`src/rtl/out_pixel_reader_pkg.sv`:
```
// out_pixel_reader_pkg
// Shared definitions for the output pixel readout path: the readout FSM
// state type and the default geometry constants, common with the output
// pixel memory.
package out_pixel_reader_pkg;

  localparam int DEF_WIDTH  = 24;     // memory address / read-data width
  localparam int DEF_AMOUNT = 90000;  // pixels per output image
  localparam int DEF_PIXEL  = 8;      // pixel width
  localparam int DEF_BASE   = 90302;  // global address of output pixel 0

  typedef enum logic [1:0] {
    ST_IDLE,
    ST_READ,
    ST_DRAIN,
    ST_DONE
  } rd_state_e;

endpackage

```
`src/rtl/out_pixel_reader_pixel_fifo2.sv`:
```
// pixel_fifo2
// Two-entry FIFO holding {px_last, pixel} words between the memory read
// port and the stream output. slot0 is always the head, so the output is a
// plain register with no read mux.
//   clk, rst_n : clock, synchronous active-low reset
//   push, din  : write one word (ignored when full)
//   pop        : drop the head (ignored when empty)
//   dout       : head word
//   count      : occupancy 0..2
module pixel_fifo2 #(
  parameter int W = 9
) (
  input  logic         clk,
  input  logic         rst_n,
  input  logic         push,
  input  logic         pop,
  input  logic [W-1:0] din,
  output logic [W-1:0] dout,
  output logic [1:0]   count
);

  logic [W-1:0] slot0, slot1;
  logic         do_push, do_pop;

  assign do_pop  = pop  && (count != 2'd0);
  assign do_push = push && (count != 2'd2);
  assign dout    = slot0;

  always_ff @(posedge clk) begin
    if (!rst_n) begin
      slot0 <= '0;
      slot1 <= '0;
      count <= 2'd0;
    end else begin
      case ({do_push, do_pop})
        2'b01: begin
          slot0 <= slot1;
          count <= count - 2'd1;
        end
        2'b10: begin
          if (count == 2'd0) slot0 <= din;
          else               slot1 <= din;
          count <= count + 2'd1;
        end
        2'b11: begin
          // occupancy unchanged; the new word lands behind the survivor
          if (count == 2'd1) slot0 <= din;
          else begin
            slot0 <= slot1;
            slot1 <= din;
          end
        end
        default: ;
      endcase
    end
  end

endmodule

```
`src/rtl/out_pixel_reader.sv`:
```
// out_pixel_reader
// Streams one full output image out of the output pixel memory on a
// start pulse. Reads are issued at BASE+idx, the data (valid one cycle
// later) is parked in a 2-entry FIFO, and the FIFO head drives a
// valid/ready pixel stream with a last flag on the final pixel.
//   clk, rst_n        : clock, synchronous active-low reset
//   start             : one-cycle readout request (ignored unless idle)
//   mem_addr, mem_rd  : memory read port (1-cycle read latency)
//   px_data, px_valid, px_ready, px_last : pixel stream
//   busy              : readout in progress (READ/DRAIN)
//   done              : one-cycle pulse after the last transfer
module out_pixel_reader
  import out_pixel_reader_pkg::*;
#(
  parameter int WIDTH  = DEF_WIDTH,
  parameter int AMOUNT = DEF_AMOUNT,
  parameter int PIXEL  = DEF_PIXEL,
  parameter int BASE   = DEF_BASE
) (
  input  logic             clk,
  input  logic             rst_n,
  input  logic             start,
  output logic [WIDTH-1:0] mem_addr,
  input  logic [WIDTH-1:0] mem_rd,
  output logic [PIXEL-1:0] px_data,
  output logic             px_valid,
  input  logic             px_ready,
  output logic             px_last,
  output logic             busy,
  output logic             done
);

  localparam int IW = (AMOUNT > 1) ? $clog2(AMOUNT) : 1;

  rd_state_e     state;
  logic [IW-1:0] issue_idx;
  logic          inflight, inflight_last;
  logic [1:0]    occ, pending;
  logic [PIXEL:0] fifo_dout;
  logic          issue, pop, last_idx;
  logic          unused_mem_hi;

  assign last_idx = (issue_idx == IW'(AMOUNT - 1));
  assign pop      = px_valid && px_ready;

  // Slots that will be taken by the next edge: a head popped this cycle is
  // already free, which is what lets a full-rate stream keep one read in
  // flight behind one buffered pixel.
  assign pending = occ - 2'(pop) + 2'(inflight);
  assign issue   = (state == ST_READ) && (pending < 2'd2);

  always_ff @(posedge clk) begin
    if (!rst_n) begin
      state         <= ST_IDLE;
      issue_idx     <= '0;
      inflight      <= 1'b0;
      inflight_last <= 1'b0;
    end else begin
      inflight      <= issue;
      inflight_last <= issue && last_idx;
      case (state)
        ST_IDLE: if (start) begin
          state     <= ST_READ;
          issue_idx <= '0;
        end
        ST_READ: if (issue) begin
          // idx parks at AMOUNT-1 so the address never leaves the image
          if (last_idx) state <= ST_DRAIN;
          else          issue_idx <= issue_idx + IW'(1);
        end
        ST_DRAIN: if (pop && px_last) state <= ST_DONE;
        ST_DONE: begin
          state     <= ST_IDLE;
          issue_idx <= '0;
        end
        default: state <= ST_IDLE;
      endcase
    end
  end

  // Reset clears inflight, so data returning right after a reset is dropped.
  pixel_fifo2 #(.W(PIXEL + 1)) u_fifo (
    .clk   (clk),
    .rst_n (rst_n),
    .push  (inflight),
    .pop   (pop),
    .din   ({inflight_last, mem_rd[PIXEL-1:0]}),
    .dout  (fifo_dout),
    .count (occ)
  );

  assign unused_mem_hi = ^mem_rd[WIDTH-1:PIXEL];

  assign mem_addr = (state == ST_READ) ? (WIDTH'(BASE) + WIDTH'(issue_idx))
                                       : WIDTH'(BASE);
  assign px_valid = (occ != 2'd0);
  assign px_data  = fifo_dout[PIXEL-1:0];
  assign px_last  = px_valid && fifo_dout[PIXEL];
  assign busy     = (state == ST_READ) || (state == ST_DRAIN);
  assign done     = (state == ST_DONE);

endmodule

```
`config.mk`:
```
export PLATFORM = sky130hd
export DESIGN_NAME = out_pixel_reader
export DESIGN_NICKNAME = d
export VERILOG_FILES = /design/src/rtl/out_pixel_reader_pkg.sv /design/src/rtl/out_pixel_reader_pixel_fifo2.sv /design/src/rtl/out_pixel_reader.sv
export SDC_FILE = /design/constraint.sdc
export NUM_CORES = 1
export LEC_CHECK = 0
export BUFFER_PORTS_ARGS = -buffer_cell sky130_fd_sc_hd__clkbuf_2
export CORE_MARGIN = 2
export CORE_UTILIZATION = 38
export CTS_BUF_LIST = sky130_fd_sc_hd__clkbuf_4
export CTS_CLUSTER_DIAMETER = 200
export DETAILED_ROUTE_END_ITERATION = 6
export GPL_TIMING_DRIVEN = 1
export PLACE_DENSITY_LB_ADDON = 0.12
export SLEW_MARGIN = 20
export SYNTH_ARGS = -nofsm -noshare
export SYNTH_HDL_FRONTEND = slang
export SYNTH_SLANG_ARGS = --single-unit
```
`constraint.sdc`:
```
create_clock -name clk -period 5.4 [get_ports clk]
set_input_delay 1.08 -clock clk [delete_from_list [all_inputs] [get_ports clk]]
set_output_delay 1.08 -clock clk [all_outputs]
set_load 0.01 [all_outputs]
```
==> metrics, run 1 <==
status=finished clean; DR WL/cell=14.5 um; critical path cell sequence=inv_1 > ha_1 > or4b_2 > a21oi_1 > nor2_1 > nor3_2 > mux2i_1 > clkbuf_2; Max-cap violations=0; Yosys reg bits=41; Yosys warnings=0; initial DRC count=146; initial antenna violation count=0; layout cells sized above 1=16.9%; hold_buf cts=0; post-synth top area cell=dfxtp_1; synth top area cells=dfxtp_1 30%, ha_1 6.0%, nor2_1 5.5%; critical path arrival=2.72 ns; GRT overflow=0; die area=7820 um2; Setup-failing EPs final=0; worst r2r path cells=11; Post-Syn Instances=343; DRT Wirelength=6640 um; starting density of the core=39.7%; # Post-CTS Setup Buffers=0; post-synthesis sequential area ratio=30.3%; crit share post-route=70.4%; FF-to-FF End=issue_idx[4]$_SDFFE_PN0P_; setup TNS=0 ns; final max-slew violation count=0; Tot Pwr=1.19 mW; post_cts resized=0; vias=2514; Routed Antenna Nets=0; area grow syn2layout=7.99%; Synth top cells by count=41 x dfxtp_1, 40 x nor2_1, 32 x nand2_1, 17 x clkbuf_1, 14 x buf_4; CP peak stage delay=0.65 ns; Setup Crit Path Kind=reg -> out; I/O pins=64; Yosys cell types=59; compound-gate portion of the synthesized area=20.5%; DR DRC count=0; startpoint types=flop; post-synthesis xor/xnor area fraction=3.55%; first-pass GRT wire length=11200 um; DP Cell Count=448; total core area=6830 um2; Tightest Pin Transition=0.842 ns; Crit. End Element=output pin; CTS Buffer Depth=2; Die Wd=88.5 um; Final Util=42.8%; WHS Endpoint=u_fifo.dout[0]$_SDFFE_PN0P_; Required @ worst endpoint=4.32 ns; pwr dens=405 nW/um2; PortBufs=41; Mapped Area=2710 um2; clock latency on the worst-skew pair=0.37 ns; largest net degree at the start of global routing=34; number of flops mapped to enable cells by yosys=0; leakage=1.18 nW; GP Congestion=0.891; fin nets=401; total global-route track usage=18.2%; First-pass DRT Iterations=4; crit path max fanout=8; Worst slew margin=42.3%; Clock Skew=0.00606 ns; most numerous cell in the Yosys netlist=dfxtp_1; crit path buf inv count=2; placed wire-length estimate=4660 um; Hold WC Path Type=reg -> reg; # rows=30; Final Hold Viols=0; mux cell area share after synthesis=4.43%; Filler cells=730; minimum clock period=3.80 ns; Vias per Instance=5.50; simple-gate portion of the synthesized area=25.8%; # diodes=0; clock-pin slew on the worst setup and hold paths=0.15 ns; hold depth=2; ys async rst share=0%; Clock Sinks=41; Synth Area in Adders=6.00%; Mean Syn Cell Area=7.90 um2; CTS tree=yes; Hold Crit Start=u_fifo.dout[0]$_SDFFE_PN0P_; Top delay family on crit path=simple AND/OR/NAND/NOR gates; IR drop worst, VDD=267 uV; vias in the first global route=2247; fin cells=457; cts bufs inserted=5; Fmax=0.263 GHz; r2r setup slk=2.54 ns; Synth top area share=30.3%; worst flop-to-flop path startpoint=u_fifo.count[1]$_SDFFE_PN0P_; CTS H-tree lvls=2; Root Driver=clkbuf_4; Die Height=88.5 um; ys flop type=dfxtp_1; RSZ-0062 raised after global routing=no; largest family of logic cells by synthesized area=simple AND/OR/NAND/NOR gates; CP max-delay cell=or4b_2
[logic make-up after synthesis]
kind of cell / count (synthesis)
flip-flops: 41
buffers and inverters: 50
multiplexers: 12
adder cells (fa/ha/maj): 13
AO/OA/AOI/OAI: 77
other: 1
AND/OR/NAND/NOR: 138
XOR/XNOR: 11
[power by group]
group | switching [mW] | internal (mW) | leakage (nW)
Combinational | 0.383 | 0.226 | 0.820
Sequential | 0.0375 | 0.363 | 0.333
Clock | 0.122 | 0.0541 | 0.0322
[through the flow]
stage	setup slack [ns]	cell area (um2)	hold WS, ns
2_1_floorplan	2.36	2730	0.461
3_3_place_gp	2.06	2860	0.476
3_5_place_dp	2.02	2860	0.485
4_1_cts	1.57	2920	0.512
5_1_grt	1.37	2930	0.535
6_report	1.60	2930	0.506
[worst register-to-register path, cell delays in order, from the launching register on]
cell and delay [ns]:
dfxtp_1 0.42, inv_1 0.09, ha_1 0.23, inv_1 0.09
nand2_1 0.10, inv_1 0.11, ha_1 0.23, nor2b_1 0.13
xnor2_1 0.14, a21oi_1 0.45, nand4_1 0.44, o32ai_1 0.35
[worst max path at each step]
stage / from / endpoint / depth (start not counted)
floorplan: issue_idx[2]$_SDFFE_PN0P_ / mem_addr[15] / 7
global placement: issue_idx[2]$_SDFFE_PN0P_ / mem_addr[15] / 8
detailed placement: issue_idx[2]$_SDFFE_PN0P_ / mem_addr[15] / 8
CTS: issue_idx[2]$_SDFFE_PN0P_ / mem_addr[15] / 8
global route: issue_idx[1]$_SDFFE_PN0P_ / mem_addr[15] / 8
finish: issue_idx[2]$_SDFFE_PN0P_ / mem_addr[15] / 8
[routing by layer]
metal,track usage [%],share of wire [%]
met3,3.45,4.4
met2,28.0,44
met5,0,0
met4,4.55,1.0
met1,26.3,51
[cells in the final DEF, fill, tap and decap left out, types with 3 or more instances in the layout]
cell type and count:
o31ai_1 6, nor3_1 7, nand4_1 8, nor2_1 40, o311ai_0 4, nor2b_1 6, a21boi_0 3, nor4_1 3
a211oi_1 10, mux2i_1 12, dfxtp_1 41, nand2b_1 5, nand2_1 32, a22oi_1 9, xnor2_1 6, nand3_1 11
inv_1 11, o21ai_0 10, clkbuf_2 41, conb_1 6, clkbuf_4 6, and2_1 6, and3_1 4, a21oi_1 11
and4_1 5, ha_1 13, xor2_1 5, a31oi_1 3
[registers in the layout, summed over array words and instances (netlist names)]
signal	count
inflight_last	1
u_fifo.dout	9
u_fifo.slot1	9
u_fifo.count	2
state	2
inflight	1
issue_idx	17
[final cells by class]
cell class	count	area, um2	share of cell area [%]
flip-flops and latches	41	821	28.0
inverters	12	45.0	1.54
clock inverters	3	25.0	0.855
repair buffers	43	220	7.52
well taps	96	120	4.10
clock buffers	5	37.5	1.28
multi-input cells	257	1660	56.6
(Power assumes the default switching activity.)
==> run 2: changes to the inputs <==
==> constraint.sdc (replaced) <==
create_clock -name clk -period 3.1 [get_ports clk]
set_input_delay 0.62 -clock clk [delete_from_list [all_inputs] [get_ports clk]]
set_output_delay 0.62 -clock clk [all_outputs]
set_load 0.01 [all_outputs]
==> metrics, run 2 (synthesis results as in run 1) <==
DRT Wirelength=6510 um; Die Height=88.5 um; hold depth=3; Routed Antenna Nets=0; area grow syn2layout=10.8%; M1 WL=3290 um; clock latency on the worst-skew pair=0.36 ns; cts bufs inserted=5; critical path arrival=2.25 ns; Hold Slack=0.504 ns; initial DRC count=186; first-pass GRT wire length=10800 um; Fmax=0.349 GHz; pre-CTS setup slack=0.298 ns; Setup-failing EPs final=0; fin nets=409; IR drop worst, VDD=511 uV; Max-cap violations=0; wire length on met2=2820 um; Vias per Instance=5.34; CTS H-tree lvls=2; Int Power=1.15 mW; GRT overflow=0; clock-pin slew on the worst setup and hold paths=0.14 ns; starting density of the core=39.7%; DP Cell Count=456; NetSw=0.939 mW; status=finished clean; fin cells=465; Placement Cell Area=2920 um2; vias in the first global route=2211; worst flop-to-flop path startpoint=u_fifo.count[0]$_SDFFE_PN0P_; switching share of power=45.0%; power share of the clock group=13.8%; Worst slew margin=61.0%; sequential share of power=33.5%; Largest register FFs=17; PnR worst setup slack=0.235 ns; Largest Register=issue_idx; setup TNS=0 ns; met3 WL post-DR=307 um; GP Congestion=0.863; crit share post-route=92.4%; largest net degree at the start of global routing=33; startpoint types=flop; total global-route track usage=17.4%; Die Wd=88.5 um; Clock Skew=0.00560 ns; # diodes=0; FF-to-FF End=issue_idx[4]$_SDFFE_PN0P_; initial antenna violation count=0; die area=7820 um2; vias=2484; most frequent cells in the layout=41 x dfxtp_1, 41 x clkbuf_2, 40 x nor2_1; CP max-delay cell=or4b_4; r2r setup slk=0.57 ns; I/O pins=64; DR WL/cell=14.0 um; PortBufs=41; final max-slew violation count=0; First-pass DRT Iterations=4; Setup Crit Path Kind=reg -> out; Crit. End Element=output pin; total core area=6830 um2; pwr dens=695 nW/um2; CTS Buffer Depth=2; hold_buf cts=0; leakage=1.23 nW; WHS Endpoint=u_fifo.slot1[7]$_SDFFE_PN0P_; DR DRC count=0; Hold Crit Start=mem_rd[7]; Logic pwr share=52.8%; minimum clock period=2.87 ns; layout cells sized above 1=19.2%; # rows=30; critical path cell sequence=inv_1 > ha_1 > or4b_4 > a21oi_4 > nor2_1 > nor3_2 > mux2i_1 > clkbuf_2; Clock Sinks=41; Top Layer Used=met4; Tightest Pin Transition=0.583 ns; crit path buf inv count=2; crit path max fanout=4; Final Hold Viols=0; RSZ-0062 raised after global routing=no; CTS tree=yes; fin area=3000 um2; Top delay family on crit path=simple AND/OR/NAND/NOR gates; worst r2r path cells=11; Filler cells=752; CP peak stage delay=0.51 ns; Hold WC Path Type=in -> reg; Required @ worst endpoint=2.48 ns; Root Driver=clkbuf_4; placed wire-length estimate=4660 um
## run 2: worst max path at each step
stage / startpoint / slack, ns / to / depth (start not counted)
finish: issue_idx[1]$_SDFFE_PN0P_ / 0.23 / mem_addr[15] / 8
detailed placement: issue_idx[1]$_SDFFE_PN0P_ / 0.30 / mem_addr[15] / 8
CTS: issue_idx[1]$_SDFFE_PN0P_ / 0.00009 / mem_addr[14] / 7
floorplan: issue_idx[2]$_SDFFE_PN0P_ / 0.52 / mem_addr[15] / 7
global placement: issue_idx[1]$_SDFFE_PN0P_ / 0.33 / mem_addr[15] / 8
global route: issue_idx[1]$_SDFFE_PN0P_ / 0.04 / mem_addr[15] / 8
## run 2: power by group through the flow
| stage | Clock [mW] | Sequential [mW] | Combinational (mW) |
|---|---|---|---|
| final | 0.288 | 0.699 | 1.10 |
| after global routing | 0.319 | 0.717 | 1.24 |
| after CTS | 0.299 | 0.700 | 1.11 |
| after detailed placement | 0 | 0.713 | 1.11 |
| after global placement | 0 | 0.710 | 1.09 |
| after floorplan | 0 | 0.697 | 0.871 |
## run 2: repair_timing
| item | CTS | global route |
|---|---|---|
| gates cloned | 0 | 0 |
| setup endpoints to repair | 2 | 4 |
| setup buffers | 0 | 0 |
| resized for setup | 2 | 3 |
## run 2: layout make-up
| class | count | area [um2] | share of cell area [%] |
|---|---|---|---|
| tap | 96 | 120 | 4.00 |
| clock buffer | 5 | 37.5 | 1.25 |
| clock inverter | 3 | 22.5 | 0.750 |
| timing repair buffer | 51 | 280 | 9.33 |
| multi-input combinational | 257 | 1680 | 55.9 |
| inverter | 12 | 45.0 | 1.50 |
| sequential | 41 | 821 | 27.3 |
## run 2: layer usage
layer / vias to the layer above / track usage, %
met2: 55 / 26.7
met1: 1159 / 24.9
met3: 7 / 2.71
met4: 0 / 5.65
met5: - / 0
li1: 1263 / -
## run 2: worst reg2reg max path: cells and delay by family (launching register included)
family | cells | cell delay [ns]
compound gates | 2 | 0.57
buf+inv | 3 | 0.28
flops | 1 | 0.40
xor+xnor | 1 | 0.13
simple gates | 3 | 0.61
fa+ha+maj | 2 | 0.48
## run 2: through the flow
stage | power (mW) | utilization [%]
6_report | 2.09 | 44.0
5_1_grt | 2.28 | 44.0
4_1_cts | 2.11 | 43.7
3_5_place_dp | 1.82 | 42.7
3_3_place_gp | 1.80 | 42.7
2_1_floorplan | 1.57 | -
==> run 3: changes to the inputs <==
==> constraint.sdc (replaced) <==
create_clock -name clk -period 3.3 [get_ports clk]
set_input_delay 0.66 -clock clk [delete_from_list [all_inputs] [get_ports clk]]
set_output_delay 0.66 -clock clk [all_outputs]
set_load 0.01 [all_outputs]
==> metrics, run 3 (synthesis results as in run 1) <==
starting density of the core=39.7%; IR drop worst, VDD=421 uV; startpoint types=flop; Die Wd=88.5 um; CTS Buffer Depth=2; leakage=1.22 nW; Vias per Instance=5.34; Crit. End Element=output pin; Setup-failing EPs final=0; die area=7820 um2; DR WL/cell=14.3 um; fin nets=406; area grow syn2layout=9.88%; Required @ worst endpoint=2.64 ns; pre-CTS setup slack=0.338 ns; Final Hold Viols=0; WHS Endpoint=u_fifo.dout[7]$_SDFFE_PN0P_; # diodes=0; most common cell after layout, fill and taps aside=clkbuf_2; total core area=6830 um2; Tightest Pin Transition=0.559 ns; r2r setup slk=0.47 ns; initial antenna violation count=0; Die Height=88.5 um; most frequent cells in the layout=41 x clkbuf_2, 40 x nor2_1, 40 x dfxtp_1; CTS H-tree lvls=2; Fmax=0.334 GHz; final max-slew violation count=0; status=finished clean; FF-to-FF End=issue_idx[13]$_SDFFE_PN0P_; DR DRC count=0; First-pass DRT Iterations=4; RSZ-0062 raised after global routing=no; Largest Register=issue_idx; total global-route track usage=18.0%; met2 global-route usage=27.8%; critical path arrival=2.33 ns; cts bufs inserted=5; # Post-CTS Setup Buffers=0; worst flop-to-flop path startpoint=u_fifo.count[0]$_SDFFE_PN0P_; CTS tree=yes; clock-pin slew on the worst setup and hold paths=0.15 ns; Int Power=1.07 mW; placed wire-length estimate=4670 um; power share of the clock group=14.2%; Clock Skew=0.0162 ns; setup TNS=0 ns; minimum clock period=2.99 ns; hold_buf cts=0; sequential share of power=33.5%; vias=2465; Hold Crit Start=u_fifo.dout[7]$_SDFFE_PN0P_; PnR worst setup slack=0.308 ns; I/O pins=64; Clock Sinks=41; Final Util=43.6%; crit share post-route=90.7%; switching share of power=45.2%; # rows=30; hold depth=2; initial DRC count=135; DRT Wirelength=6600 um; clock latency on the worst-skew pair=0.37 ns; first-pass GRT wire length=11000 um; largest net degree at the start of global routing=33; PortBufs=41; NetSw=0.882 mW; Hold WC Path Type=reg -> reg; Routed Antenna Nets=0; GR peak layer=met2; Worst slew margin=62.6%; met1 usage=25.9%; vias in the first global route=2248; Max-cap violations=0; layout cells sized above 1=18.6%; Hold Slack=0.507 ns; Largest register FFs=17; crit path max fanout=8; Root Driver=clkbuf_4; Logic pwr share=52.3%; met3 Use GR=3.26%; GP Congestion=0.851; Setup Crit Path Kind=reg -> out; GRT overflow=0; pwr dens=656 nW/um2; worst r2r path cells=11
## run 3: power groups by stage
stage / clock, mW / sequential [mW] / combinational (mW)
floorplan: 0 / 0.655 / 0.818
global placement: 0 / 0.667 / 1.02
detailed placement: 0 / 0.669 / 1.03
CTS: 0.289 / 0.657 / 1.04
global route: 0.303 / 0.672 / 1.17
finish: 0.277 / 0.655 / 1.02
## run 3: critical path, stage by stage (launching register included)
cell	delay [ns]
dfxtp_2	0.39
inv_1	0.06
ha_1	0.16
or4b_4	0.51
a21oi_4	0.21
nor2_1	0.10
nor3_2	0.17
mux2i_1	0.22
clkbuf_2	0.15
## run 3: worst max path at each step
stage,startpoint,end,cells past startpoint
2_1_floorplan,issue_idx[2]$_SDFFE_PN0P_,mem_addr[15],7
3_3_place_gp,issue_idx[2]$_SDFFE_PN0P_,mem_addr[15],8
3_5_place_dp,issue_idx[2]$_SDFFE_PN0P_,mem_addr[15],8
4_1_cts,issue_idx[2]$_SDFFE_PN0P_,mem_addr[15],8
5_1_grt,issue_idx[1]$_SDFFE_PN0P_,mem_addr[14],7
6_report,issue_idx[2]$_SDFFE_PN0P_,mem_addr[15],8
## run 3: what timing repair did
item | in CTS | in global routing
pin swaps | 0 | 0
endpoints found under the setup margin | 1 | 3
resized for setup | 1 | 4
endpoints found under the hold margin | 0 | 0
## run 3: final cells by class
| class | count | area [um2] |
|---|---|---|
| fillers | 756 | 3850 |
| multi-input cells | 257 | 1670 |
| flip-flops and latches | 41 | 822 |
| repair buffers | 48 | 258 |
| well taps | 96 | 120 |
| inverters | 12 | 45.0 |
| clock buffers | 5 | 37.5 |
| clock inverters | 3 | 22.5 |
## run 3: layer usage
metal	vias to the layer above	part of all wire, %
li1	1262	-
met4	0	0.92
met1	1135	51
met5	-	0
met3	6	4.7
met2	62	44
## run 3: stage by stage
stage               instances  instance area [um2]  power, mW
floorplan                 348                 2730       1.47
global placement          454                 2900       1.69
detailed placement        454                 2900       1.70
CTS                       462                 2970       1.98
global route              462                 2980       2.15
finish                    462                 2980       1.95
